--- config.mk ---
export PLATFORM = sky130hd
export DESIGN_NAME = stereo_pair_sync
export DESIGN_NICKNAME = d
export VERILOG_FILES = /design/src/rtl/stereo_pair_sync_pkg.sv /design/src/rtl/stereo_pair_sync_pair_fifo.sv /design/src/rtl/stereo_pair_sync.sv
export SDC_FILE = /design/constraint.sdc
export NUM_CORES = 1
export LEC_CHECK = 0
export CORE_AREA = 4 4 344 346
export DETAILED_ROUTE_END_ITERATION = 16
export DIE_AREA = 0 0 348 350
export GPL_TIMING_DRIVEN = 0
export PLACE_DENSITY = 0.6
export SLEW_MARGIN = 20
export SYNTH_ARGS = -nofsm -noshare
export SYNTH_HDL_FRONTEND = slang
export SYNTH_SLANG_ARGS = --single-unit
--- constraint.sdc ---
create_clock -name clk -period 11.1 [get_ports clk]
set_input_delay 2.22 -clock clk [delete_from_list [all_inputs] [get_ports clk]]
set_output_delay 2.22 -clock clk [all_outputs]
set_load 0.1 [all_outputs]
--- src/rtl/stereo_pair_sync_pkg.sv ---
// Shared stereo definitions: frame geometry defaults, field widths, the sample
// record carried through the pairing FIFOs, and the raster-index helper.
package stereo_pair_sync_pkg;

  localparam int ROW_SZ_DEF = 447;  // pixels per row
  localparam int COL_SZ_DEF = 370;  // rows per frame
  localparam int COORD_W    = 10;   // camera coordinate width
  localparam int PIX_W      = 8;    // pixel width
  localparam int IDX_W      = 18;   // raster index width, holds ROW_SZ*COL_SZ-1

  typedef logic [COORD_W-1:0] coord_t;
  typedef logic [PIX_W-1:0]   pix_t;
  typedef logic [IDX_W-1:0]   idx_t;

  // One camera sample as stored in a side FIFO (28 bits).
  typedef struct packed {
    coord_t x;
    coord_t y;
    pix_t   val;
  } sample_t;

  localparam int SAMPLE_W = $bits(sample_t);

  // Raster position of a pixel within the frame: y*row_sz + x.
  function automatic idx_t raster_idx(coord_t x, coord_t y, idx_t row_sz);
    return idx_t'(y) * row_sz + idx_t'(x);
  endfunction

endpackage

--- src/rtl/stereo_pair_sync_pair_fifo.sv ---
// pair_fifo: synchronous first-word-fall-through FIFO. The head word is visible
// on dout whenever empty is low. Pointers carry one extra bit so that full and
// empty are told apart; a push into a full FIFO is accepted only when a pop
// frees a slot in the same cycle.
module pair_fifo #(
  parameter int WIDTH = 28,
  parameter int DEPTH = 16
) (
  input  logic             clk,
  input  logic             reset,
  input  logic             push,
  input  logic [WIDTH-1:0] din,
  input  logic             pop,
  output logic [WIDTH-1:0] dout,
  output logic             full,
  output logic             empty
);

  localparam int AW = $clog2(DEPTH);
  localparam logic [AW:0] PTR_ONE = 1;

  logic [WIDTH-1:0] mem [DEPTH];
  logic [AW:0]      wr_ptr;
  logic [AW:0]      rd_ptr;
  logic             do_push;
  logic             do_pop;

  assign do_pop  = pop && !empty;
  assign do_push = push && (!full || do_pop);

  assign empty = (wr_ptr == rd_ptr);
  assign full  = (wr_ptr[AW] != rd_ptr[AW]) && (wr_ptr[AW-1:0] == rd_ptr[AW-1:0]);
  assign dout  = mem[rd_ptr[AW-1:0]];

  // Storage write on accepted push.
  // NOTE: the array is deliberately not reset; the pointers alone decide which
  // entries are valid, so the storage stays a plain RAM.
  always_ff @(posedge clk) begin
    if (do_push) mem[wr_ptr[AW-1:0]] <= din;
  end

  // Pointer advance; wraps modulo DEPTH with the extra bit toggling on wrap.
  // NOTE: registers are updated with <= so every flop samples pre-edge values
  // regardless of statement order.
  always_ff @(posedge clk or posedge reset) begin
    if (reset) begin
      wr_ptr <= '0;
      rd_ptr <= '0;
    end else begin
      if (do_push) wr_ptr <= wr_ptr + PTR_ONE;
      if (do_pop)  rd_ptr <= rd_ptr + PTR_ONE;
    end
  end

endmodule

--- src/rtl/stereo_pair_sync.sv ---
// stereo_pair_sync: pairs left and right camera samples by coordinate. Each
// side is range-checked and registered, then queued in its own pair_fifo. When
// both heads carry the same coordinate they pop together and the pair is
// registered onto the outputs; otherwise the older head is discarded and
// counted. Age comparison is by raster index, with frame wrap taken into account.
module stereo_pair_sync
  import stereo_pair_sync_pkg::*;
#(
  parameter int ROW_SZ = ROW_SZ_DEF,
  parameter int COL_SZ = COL_SZ_DEF,
  parameter int DEPTH  = 16
) (
  input  logic               clk,
  input  logic               reset,
  input  logic [COORD_W-1:0] l_x,
  input  logic [COORD_W-1:0] l_y,
  input  logic [PIX_W-1:0]   l_val,
  input  logic               l_is_val,
  input  logic [COORD_W-1:0] r_x,
  input  logic [COORD_W-1:0] r_y,
  input  logic [PIX_W-1:0]   r_val,
  input  logic               r_is_val,
  output logic [COORD_W-1:0] out_x,
  output logic [COORD_W-1:0] out_y,
  output logic [PIX_W-1:0]   out_left,
  output logic [PIX_W-1:0]   out_right,
  output logic               out_is_val,
  output logic               overflow,
  output logic [15:0]        drop_cnt
);

  localparam coord_t ROW_LIM    = coord_t'(ROW_SZ);
  localparam coord_t COL_LIM    = coord_t'(COL_SZ);
  localparam idx_t   ROW_IDX    = idx_t'(ROW_SZ);
  localparam idx_t   HALF_FRAME = idx_t'((ROW_SZ * COL_SZ) / 2);

  sample_t l_in_q, r_in_q;
  logic    l_in_vld_q, r_in_vld_q;
  sample_t l_head, r_head;
  logic    l_full, l_empty, r_full, r_empty;
  logic    l_pop, r_pop;
  logic    match, mismatch, left_older;
  idx_t    idx_l, idx_r, idx_diff;

  // Input stage: keep only strobed samples that lie inside the frame.
  always_ff @(posedge clk or posedge reset) begin
    if (reset) begin
      l_in_vld_q <= 1'b0;
      r_in_vld_q <= 1'b0;
      l_in_q     <= '0;
      r_in_q     <= '0;
    end else begin
      l_in_vld_q <= l_is_val && (l_x < ROW_LIM) && (l_y < COL_LIM);
      r_in_vld_q <= r_is_val && (r_x < ROW_LIM) && (r_y < COL_LIM);
      l_in_q     <= '{x: l_x, y: l_y, val: l_val};
      r_in_q     <= '{x: r_x, y: r_y, val: r_val};
    end
  end

  pair_fifo #(.WIDTH(SAMPLE_W), .DEPTH(DEPTH)) u_left_fifo (
    .clk   (clk),
    .reset (reset),
    .push  (l_in_vld_q),
    .din   (l_in_q),
    .pop   (l_pop),
    .dout  (l_head),
    .full  (l_full),
    .empty (l_empty)
  );

  pair_fifo #(.WIDTH(SAMPLE_W), .DEPTH(DEPTH)) u_right_fifo (
    .clk   (clk),
    .reset (reset),
    .push  (r_in_vld_q),
    .din   (r_in_q),
    .pop   (r_pop),
    .dout  (r_head),
    .full  (r_full),
    .empty (r_empty)
  );

  // Head comparison: pair on equal coordinates, else retire the older head.
  always_comb begin
    // NOTE: each signal driven here gets a default first, so no branch can
    // leave it unassigned and infer a latch.
    l_pop    = 1'b0;
    r_pop    = 1'b0;
    match    = 1'b0;
    mismatch = 1'b0;
    idx_l    = raster_idx(l_head.x, l_head.y, ROW_IDX);
    idx_r    = raster_idx(r_head.x, r_head.y, ROW_IDX);
    idx_diff = (idx_l >= idx_r) ? (idx_l - idx_r) : (idx_r - idx_l);
    // A gap wider than half a frame means the smaller index already wrapped.
    left_older = (idx_diff > HALF_FRAME) ? (idx_l > idx_r) : (idx_l < idx_r);
    if (!l_empty && !r_empty) begin
      if ((l_head.x == r_head.x) && (l_head.y == r_head.y)) begin
        match = 1'b1;
        l_pop = 1'b1;
        r_pop = 1'b1;
      end else begin
        mismatch = 1'b1;
        l_pop    = left_older;
        r_pop    = !left_older;
      end
    end
  end

  // Pair register: capture matched heads and hold them between pairs.
  always_ff @(posedge clk or posedge reset) begin
    if (reset) begin
      out_is_val <= 1'b0;
      out_x      <= '0;
      out_y      <= '0;
      out_left   <= '0;
      out_right  <= '0;
    end else begin
      out_is_val <= match;
      if (match) begin
        out_x     <= l_head.x;
        out_y     <= l_head.y;
        out_left  <= l_head.val;
        out_right <= r_head.val;
      end
    end
  end

  // Sticky flag: a registered sample met a full FIFO that did not pop.
  always_ff @(posedge clk or posedge reset) begin
    if (reset) begin
      overflow <= 1'b0;
    end else if ((l_in_vld_q && l_full && !l_pop) || (r_in_vld_q && r_full && !r_pop)) begin
      overflow <= 1'b1;
    end
  end

  // Saturating count of heads discarded for lack of a partner.
  always_ff @(posedge clk or posedge reset) begin
    if (reset) begin
      drop_cnt <= '0;
    end else if (mismatch && (drop_cnt != 16'hFFFF)) begin
      drop_cnt <= drop_cnt + 16'd1;
    end
  end

endmodule

==> results by group, run 1 <==
Floorplanning
  • Die width: roughly 350 um
  • Ports: 114
  • Starting density of the core: about two fifths
  • Die span in y: 350 um
  • Cell Rows: 125
  • Core Box Area: 0.115 mm^2
  • Die ar.: around 0.12 mm^2

Synthesis
  • Syn_nets: 2865
  • Simple-Gate Fraction of Synth Area: 3.26%
  • Largest family of logic cells by synthesized area: multiplexers
  • Adder-cell share of the synthesized area: 8.25%
  • Xor and xnor fraction of the mapped netlist area: 2.33%
  • Cells after Synth: 2557
  • Yosys cell types: 74
  • Area contributors post-synth: edfxtp_1 (59%), mux4_2 (12%), dfrtp_1 (7.2%), ha_1 (4.3%), fa_1 (3.9%)
  • Seq/Total Area, Yosys: 66.0%
  • Post-synthesis mux area share: between 10% and 20%
  • Post-synth top cells: edfxtp_1 (896), mux4_2 (240), inv_1 (205), ha_1 (158), dfrtp_1 (132)
  • Share of flip-flops with an asynchronous set or reset: 12.8%
  • Synth top area share: 58.8%
  • Mapped Area: about 0.046 mm^2
  • Most frequent cell after synthesis: edfxtp_1
  • Synth Area in Compound Gates: around 3.2%
  • Largest area contributor in the netlist: edfxtp_1
  • Number of synthesized register bits: 1028
  • Post-synth EDFFs: 896
  • Post-synth top flop: edfxtp_1
  • Synthesis Warnings: 0
  • Avg Cell Area, Syn: approximately 18 um^2

Finish
  • Post-Route Utilization: 47.1%
  • NumNets Final: 3169
  • Share of layout cells above drive strength 1: 23.3%
  • Ant. Diodes: 0
  • Finished Layout Cells: 4473
  • Synth-to-Final Area Change: 18.7%

Critical path
  • Worst R2R Setup Slack: ~0.42 ns
  • Arr. time, crit path: roughly 11 ns
  • Setup Crit Path Kind: flip-flop to flip-flop
  • CP max FO: 14
  • FF-to-FF path depth: 39
  • Critical Path RT: 11.48 ns
  • CP peak stage delay: roughly 0.65 ns
  • CP startpoint kind: flip-flop
  • Reg-to-reg startpoint: u_left_fifo.rd_ptr[2]$_DFFE_PP0P_
  • Critical Path Slowest Stage Cell: fa_1
  • R2r endpoint: u_right_fifo.mem[14][16]$_DFFE_PP_
  • Crit end category: flip-flop
  • Most used cell, CP: fa_1

Global route
  • GRT Util Overall: 18.3%
  • First-pass GRT wire length: 165 mm
  • Vias in the first global route: 25300
  • Initial antenna violation count: 1
  • Largest net degree at the start of global routing: 89
  • Gr ovfl total: 0

Placement
  • DP Wirelength: 75.1 mm
  • Port bufs: around 110
  • Post-Place Cells: 4230
  • Routability Congestion: 0.816

Hold path
  • Hold endpoint: out_x[1]$_DFFE_PP0P_
  • Worst Hold Depth: 2
  • Hold path startpoint: out_x[1]$_DFFE_PP0P_
  • Worst min-delay path category: flip-flop to flip-flop

Drt
  • DR DRC count: 0
  • Drt first-iter violations: about 2300
  • 1st-pass router iterations: 5
  • DRT antenna net count: 0
  • Via density: 5.33
  • Vias: 23900
  • Final WL: 111 mm
  • Wire length per cell: 24.8 um

CTS
  • CTS tree: done
  • CTS Sinks: 1028
  • CTS root buf: clkbuf_16
  • CTS HTree Levels: 3
  • CTS clock-pin slew for the worst setup and hold paths: 0.06 ns
  • Max Root-Sink Buffers: 3
  • CTS buffer count: 102
  • Latest clock arrival within the worst-skew pair: roughly 0.70 ns
  • Cts hold-fix bufs: 0

Timing
  • Period utilization: between 90 and 100%
  • Count of final setup violators: 0
  • Max Freq: ~0.094 GHz
  • Final Hold Fails: 0
  • Worst clock skew: 0.0385 ns
  • Rel. slew slack: 21.8%
  • Final min period: 10.68 ns
  • Worst Max-Slew Pin Slew: 1.14 ns
  • Slew Viols, Final: 0

Flow run
  • Max_cap viols: 0

Outcome
  • Status: completed
## layer usage
metal | global-route usage, % | routed length, um | vias up | share of wire, %
li1 | - | - | 10500 | -
met1 | 25.1 | 47700 | 12600 | 43
met2 | 31.2 | 55100 | 674 | 50
met3 | 2.32 | 5630 | 133 | 5.1
met4 | 4.60 | 2330 | 0 | 2.1
met5 | 0 | 0 | - | 0
## worst max path at each step
stage               cells after the start  slack [ns]                                  to                              start
global placement                       37       -4.18  u_right_fifo.mem[11][16]$_DFFE_PP_  u_left_fifo.rd_ptr[1]$_DFFE_PP0P_
CTS                                    39        0.02   u_right_fifo.mem[3][16]$_DFFE_PP_  u_left_fifo.rd_ptr[0]$_DFFE_PP0P_
global route                           41       -0.03  u_right_fifo.mem[14][16]$_DFFE_PP_  u_left_fifo.rd_ptr[0]$_DFFE_PP0P_
finish                                 39        0.42  u_right_fifo.mem[14][16]$_DFFE_PP_  u_left_fifo.rd_ptr[2]$_DFFE_PP0P_
floorplan                              38        0.43   u_right_fifo.mem[14][0]$_DFFE_PP_  u_left_fifo.rd_ptr[0]$_DFFE_PP0P_
detailed placement                     39       -2.23   u_right_fifo.mem[3][16]$_DFFE_PP_  u_left_fifo.rd_ptr[1]$_DFFE_PP0P_
## sequential cells by signal (all words and copies together), names as in the netlist
| name | flops |
|---|---|
| drop_cnt | 16 |
| l_in_q | 28 |
| l_in_vld_q | 1 |
| out_is_val | 1 |
| out_left | 8 |
| out_right | 8 |
| out_x | 10 |
| out_y | 10 |
| overflow | 1 |
| r_in_q | 28 |
| r_in_vld_q | 1 |
| u_left_fifo.mem | 448 |
| u_left_fifo.rd_ptr | 5 |
| u_left_fifo.wr_ptr | 5 |
| u_right_fifo.mem | 448 |
| u_right_fifo.rd_ptr | 5 |
| u_right_fifo.wr_ptr | 5 |
## per-stage QoR
step / hold WS (ns) / worst slack [ns] / area (um^2) / setup TNS [ns]
after floorplan: 0.460 / 0.433 / 45800 / 0
after global placement: 0.469 / -4.18 / 48800 / -2821.49
after detailed placement: 0.474 / -2.23 / 49900 / -1633.01
after CTS: 0.488 / 0.0214 / 53700 / 0
after global routing: 0.519 / -0.0319 / 54400 / -0.581
final: 0.482 / 0.417 / 54400 / 0
## area by class of cell
| type | instances | area, um^2 |
|---|---|---|
| fillers | 9627 | 61000 |
| repair buffers | 203 | 2670 |
| multi-input cells | 1220 | 14800 |
| clock inverters | 52 | 517 |
| plain buffers | 100 | 681 |
| clock buffers | 140 | 2780 |
| flip-flops and latches | 1028 | 30200 |
| well taps | 1524 | 1910 |
| inverters | 206 | 781 |
## layout by cell type (no fill, tap or decap), types with 17 or more instances in the layout
| master | instances |
|---|---|
| nor2_1 | 39 |
| edfxtp_1 | 896 |
| clkinv_2 | 19 |
| fa_1 | 86 |
| mux2i_1 | 57 |
| clkbuf_1 | 49 |
| clkdlybuf4s50_1 | 113 |
| xnor2_1 | 74 |
| buf_2 | 21 |
| nand2_1 | 74 |
| a21oi_1 | 59 |
| ha_1 | 158 |
| mux2_2 | 27 |
| clkbuf_16 | 103 |
| nand3_1 | 26 |
| a211oi_1 | 24 |
| xor2_1 | 45 |
| buf_4 | 50 |
| buf_12 | 41 |
| inv_1 | 203 |
| o21ai_0 | 39 |
| nor2b_1 | 40 |
| mux4_2 | 240 |
| buf_16 | 17 |
| dfrtp_1 | 132 |
## critical path, delay by kind of cell (launching register included)
family,cells,cell delay (ns)
adders and majority gates,7,3.18
and+or+nand+nor,6,1.18
AOI/OAI and AO/OA,9,2.08
muxes,3,0.97
DFF,1,0.33
buffers and inverters,13,2.32
xor gates and xnor gates,1,0.25
## kinds of logic (layout without fill, tap and decap cells)
logic type | after synthesis | count (layout)
and+or+nand+nor | 287 | 287
DFF | 1028 | 1028
xor gates and xnor gates | 122 | 122
muxes | 337 | 337
adders and majority gates | 248 | 248
AOI/OAI and AO/OA | 226 | 226
buffers and inverters | 309 | 701
## repair_timing
item | 4_1_cts | 5_1_grt
endpoints found under the hold margin | 0 | 0
pin swaps | 15 | 12
setup buffers | 25 | 29
resized for setup | 53 | 87
endpoints found under the setup margin | 917 | 883
Power of run 1 is not shown: default switching activity piles up to over one toggle a cycle in this logic, so the estimate is an artifact.
==> run 2, diff against run 1 <==
--- a/config.mk
+++ b/config.mk
@@ -5,9 +5,10 @@
 export SDC_FILE = /design/constraint.sdc
 export NUM_CORES = 1
 export LEC_CHECK = 0
-export CORE_AREA = 4 4 344 346
+export ABC_AREA = 1
+export CORE_AREA = 4 4 350 352
 export DETAILED_ROUTE_END_ITERATION = 16
-export DIE_AREA = 0 0 348 350
+export DIE_AREA = 0 0 354 356
 export GPL_TIMING_DRIVEN = 0
 export PLACE_DENSITY = 0.6
 export SLEW_MARGIN = 20
==> results by group, run 2 <==
Synthesis
  • Area contributors post-synth: edfxtp_1 (57%), dfrtp_1 (6.9%), nor2_1 (4.9%), nand2_1 (4.5%), ha_1 (4.2%) (was edfxtp_1 (59%), mux4_2 (12%), dfrtp_1 (7.2%), ha_1 (4.3%), fa_1 (3.9%))
  • Most frequent cell after synthesis: edfxtp_1 (unchanged)
  • Seq/Total Area, Yosys: 63.5% (was 66.0%)
  • Share of flip-flops with an asynchronous set or reset: 12.8% (unchanged)
  • Synth top area share: 56.6% (was 58.8%)
  • Post-synth EDFFs: 896 (unchanged)
  • Number of synthesized register bits: 1028 (unchanged)
  • Yosys cell types: 47 (was 74)
  • Avg Cell Area, Syn: 11.5 um^2 (was 17.9 um^2)
  • Cells after Synth: 4131 (was 2557)
  • Post-synth top cells: edfxtp_1 (896), nor2_1 (626), nand2_1 (564), o21ai_0 (394), inv_1 (300) (was edfxtp_1 (896), mux4_2 (240), inv_1 (205), ha_1 (158), dfrtp_1 (132))
  • Syn_nets: 4439 (was 2865)
  • Largest area contributor in the netlist: edfxtp_1 (unchanged)
  • Post-synth top flop: edfxtp_1 (unchanged)
  • Mapped Area: 0.0475 mm^2 (was 0.0458 mm^2)
  • Synthesis Warnings: 0 (unchanged)

Critical path
  • CP max FO: 11 (was 14)
  • Most used cell, CP: fa_1 (unchanged)
  • CP peak stage delay: 0.53 ns (was 0.65 ns)
  • Arr. time, crit path: 10.80 ns (was 11.06 ns)
  • Worst R2R Setup Slack: 0.69 ns (was 0.42 ns)
  • Crit end category: flip-flop (unchanged)
  • Setup Crit Path Kind: flip-flop to flip-flop (unchanged)
  • Critical Path Slowest Stage Cell: fa_1 (unchanged)
  • Critical Path RT: 11.50 ns (was 11.48 ns)
  • CP startpoint kind: flip-flop (unchanged)

Timing
  • Worst Max-Slew Pin Slew: 1.03 ns (was 1.14 ns)
  • Final Hold Fails: 0 (unchanged)
  • Count of final setup violators: 0 (unchanged)
  • Max Freq: 0.0961 GHz (was 0.0936 GHz)
  • Final min period: 10.41 ns (was 10.68 ns)
  • Rel. slew slack: 30.9% (was 21.8%)
  • Worst clock skew: 0.0312 ns (was 0.0385 ns)
  • Period utilization: 93.8% (was 96.2%)
  • Setup ws final: 0.691 ns (was 0.417 ns)
  • Slew Viols, Final: 0 (unchanged)
  • RSZ-0062 raised after global routing: no

Finish
  • Register Area: 0.0302 mm^2 (unchanged)
  • Multi-input gate area: 0.0153 mm^2 (was 0.0148 mm^2)
  • Ant. Diodes: 0 (unchanged)
  • Most frequent cells in the layout: edfxtp_1 (896), nor2_1 (604), nand2_1 (562), o21ai_0 (394), inv_1 (299) (was edfxtp_1 (896), mux4_2 (240), inv_1 (203), ha_1 (158), dfrtp_1 (132))
  • Commonest non-fill, non-tap cell in the layout: edfxtp_1 (unchanged)
  • Share of layout cells above drive strength 1: 10.6% (was 23.3%)
  • Filler Cells Inserted: 10600 (was 9627)
  • NumNets Final: 4751 (was 3169)
  • Synth-to-Final Area Change: 17.9% (was 18.7%)

Drt
  • Final WL: 138 mm (was 111 mm)
  • Vias: 32800 (was 23900)
  • 1st-pass router iterations: 5 (unchanged)
  • DRT antenna net count: 0 (unchanged)
  • Wire length per cell: 22.4 um (was 24.8 um)
  • Via density: 5.34 (was 5.33)
  • Drt first-iter violations: 3377 (was 2323)
  • DR DRC count: 0 (unchanged)

Floorplanning
  • Die width: 354 um (was 348 um)
  • Die span in y: 356 um (was 350 um)
  • Cell Rows: 127 (was 125)
  • Ports: 114 (unchanged)
  • Die ar.: 0.126 mm^2 (was 0.122 mm^2)
  • Starting density of the core: 39.8% (was 39.7%)
  • Core Box Area: 0.119 mm^2 (was 0.115 mm^2)

Global route
  • GRT Util Overall: 21.3% (was 18.3%)
  • Vias in the first global route: 31600 (was 25300)
  • Largest net degree at the start of global routing: 85 (was 89)
  • Initial antenna violation count: 1 (unchanged)
  • Gr ovfl total: 0 (unchanged)
  • First-pass GRT wire length: 202 mm (was 165 mm)

CTS
  • CTS root buf: clkbuf_16 (unchanged)
  • Latest clock arrival within the worst-skew pair: 0.70 ns (about the same)
  • CTS buffer count: 101 (was 102)
  • CTS Sinks: 1028 (unchanged)
  • Max Root-Sink Buffers: 3 (unchanged)
  • CTS tree: done (unchanged)
  • CTS clock-pin slew for the worst setup and hold paths: 0.07 ns (was 0.06 ns)
  • CTS HTree Levels: 3 (unchanged)
  • Cts hold-fix bufs: 0 (unchanged)

Flow run
  • Max_cap viols: 0 (unchanged)

Placement
  • Port bufs: 113 (unchanged)
  • Pre-CTS setup slack: -0.217 ns (was -2.23 ns)
  • Routability Congestion: 0.883 (was 0.816)
  • DP Wirelength: 94.2 mm (was 75.1 mm)

Outcome
  • Status: completed (unchanged)

Hold path
  • Worst min-delay path category: flip-flop to flip-flop (unchanged)
==> run 2: cell count changes after synthesis, moves of 126 or more <==
cell and change:
mux4_2 -240, nand2_1 +490, nand3_1 +126, nor2_1 +575
o21ai_0 +352
==> run 2: worst paths after layout <==
path,start,to,cells past startpoint
worst max-delay path,u_right_fifo.rd_ptr[0]$_DFFE_PP0P_,u_right_fifo.mem[14][12]$_DFFE_PP_,43
worst min-delay path,out_right[7]$_DFFE_PP0P_,out_right[7]$_DFFE_PP0P_,2
worst max register to register,u_right_fifo.rd_ptr[0]$_DFFE_PP0P_,u_right_fifo.mem[14][12]$_DFFE_PP_,43
worst min register to register,out_right[7]$_DFFE_PP0P_,out_right[7]$_DFFE_PP0P_,2
max in group asynchronous,reset,out_y[6]$_DFFE_PP0P_,3
min in group asynchronous,reset,drop_cnt[5]$_DFFE_PP0P_,2
==> run 2: worst max-delay path, delay by kind of cell, from the launching register on <==
kind	cells	cell delay, ns
XOR/XNOR	1	0.44
AND/OR/NAND/NOR	12	1.80
adder cells (fa/ha/maj)	7	3.23
buffers and inverters	11	1.82
flip-flops	1	0.47
AO/OA/AOI/OAI	12	2.32
==> run 2: through the flow <==
step	area (um^2)	utilization (%)	cells	hold slack, ns	setup TNS, ns
finish	56100	47.0	6140	0.477	0
global route	56100	47.0	6140	0.512	0
CTS	55500	46.5	6094	0.483	0
detailed placement	52000	43.6	5903	0.464	-16.35
global placement	50700	42.5	5856	0.467	-1345.61
floorplan	47500	-	4131	0.501	0
==> run 2: what timing repair did <==
item | 4_1_cts | 5_1_grt
resized for setup | 3 | 37
endpoints found under the hold margin | 0 | 0
endpoints found under the setup margin | 470 | 896
setup buffers | 3 | 46
pin swaps | 3 | 27
==> run 2: cell families (layout without fill, tap and decap cells) <==
logic type               after synthesis  count (layout)  share of synthesized area [%]
AND/OR/NAND/NOR                     1430            1430                           12.4
AO/OA/AOI/OAI                        802             802                           9.56
flip-flops                          1028            1028                           63.5
adder cells (fa/ha/maj)              248             248                           7.95
XOR/XNOR                              97              97                           1.79
buffers and inverters                525             922                           4.72
multiplexers                           1               1                         0.0237
==> run 2: layout make-up <==
cell class                      instances  area share, %
Timing Repair Buffer                  209           5.00
Tap cell                             1612           3.60
Clock inverter                         48           1.18
Buffer                                198           1.84
Clock buffer                          140           4.99
Multi-Input combinational cell       2578           27.3
Sequential cell                      1028           53.9
Inverter                              327           2.21
==> run 2: layer usage <==
metal | vias up | track usage (%) | share of wire, %
met3 | 204 | 3.16 | 7.4
met2 | 1332 | 34.2 | 47
met4 | 0 | 6.70 | 3.0
li1 | 15000 | - | -
met1 | 16200 | 29.9 | 43
met5 | - | 0 | 0
Power of run 2 is left out for the same reason.
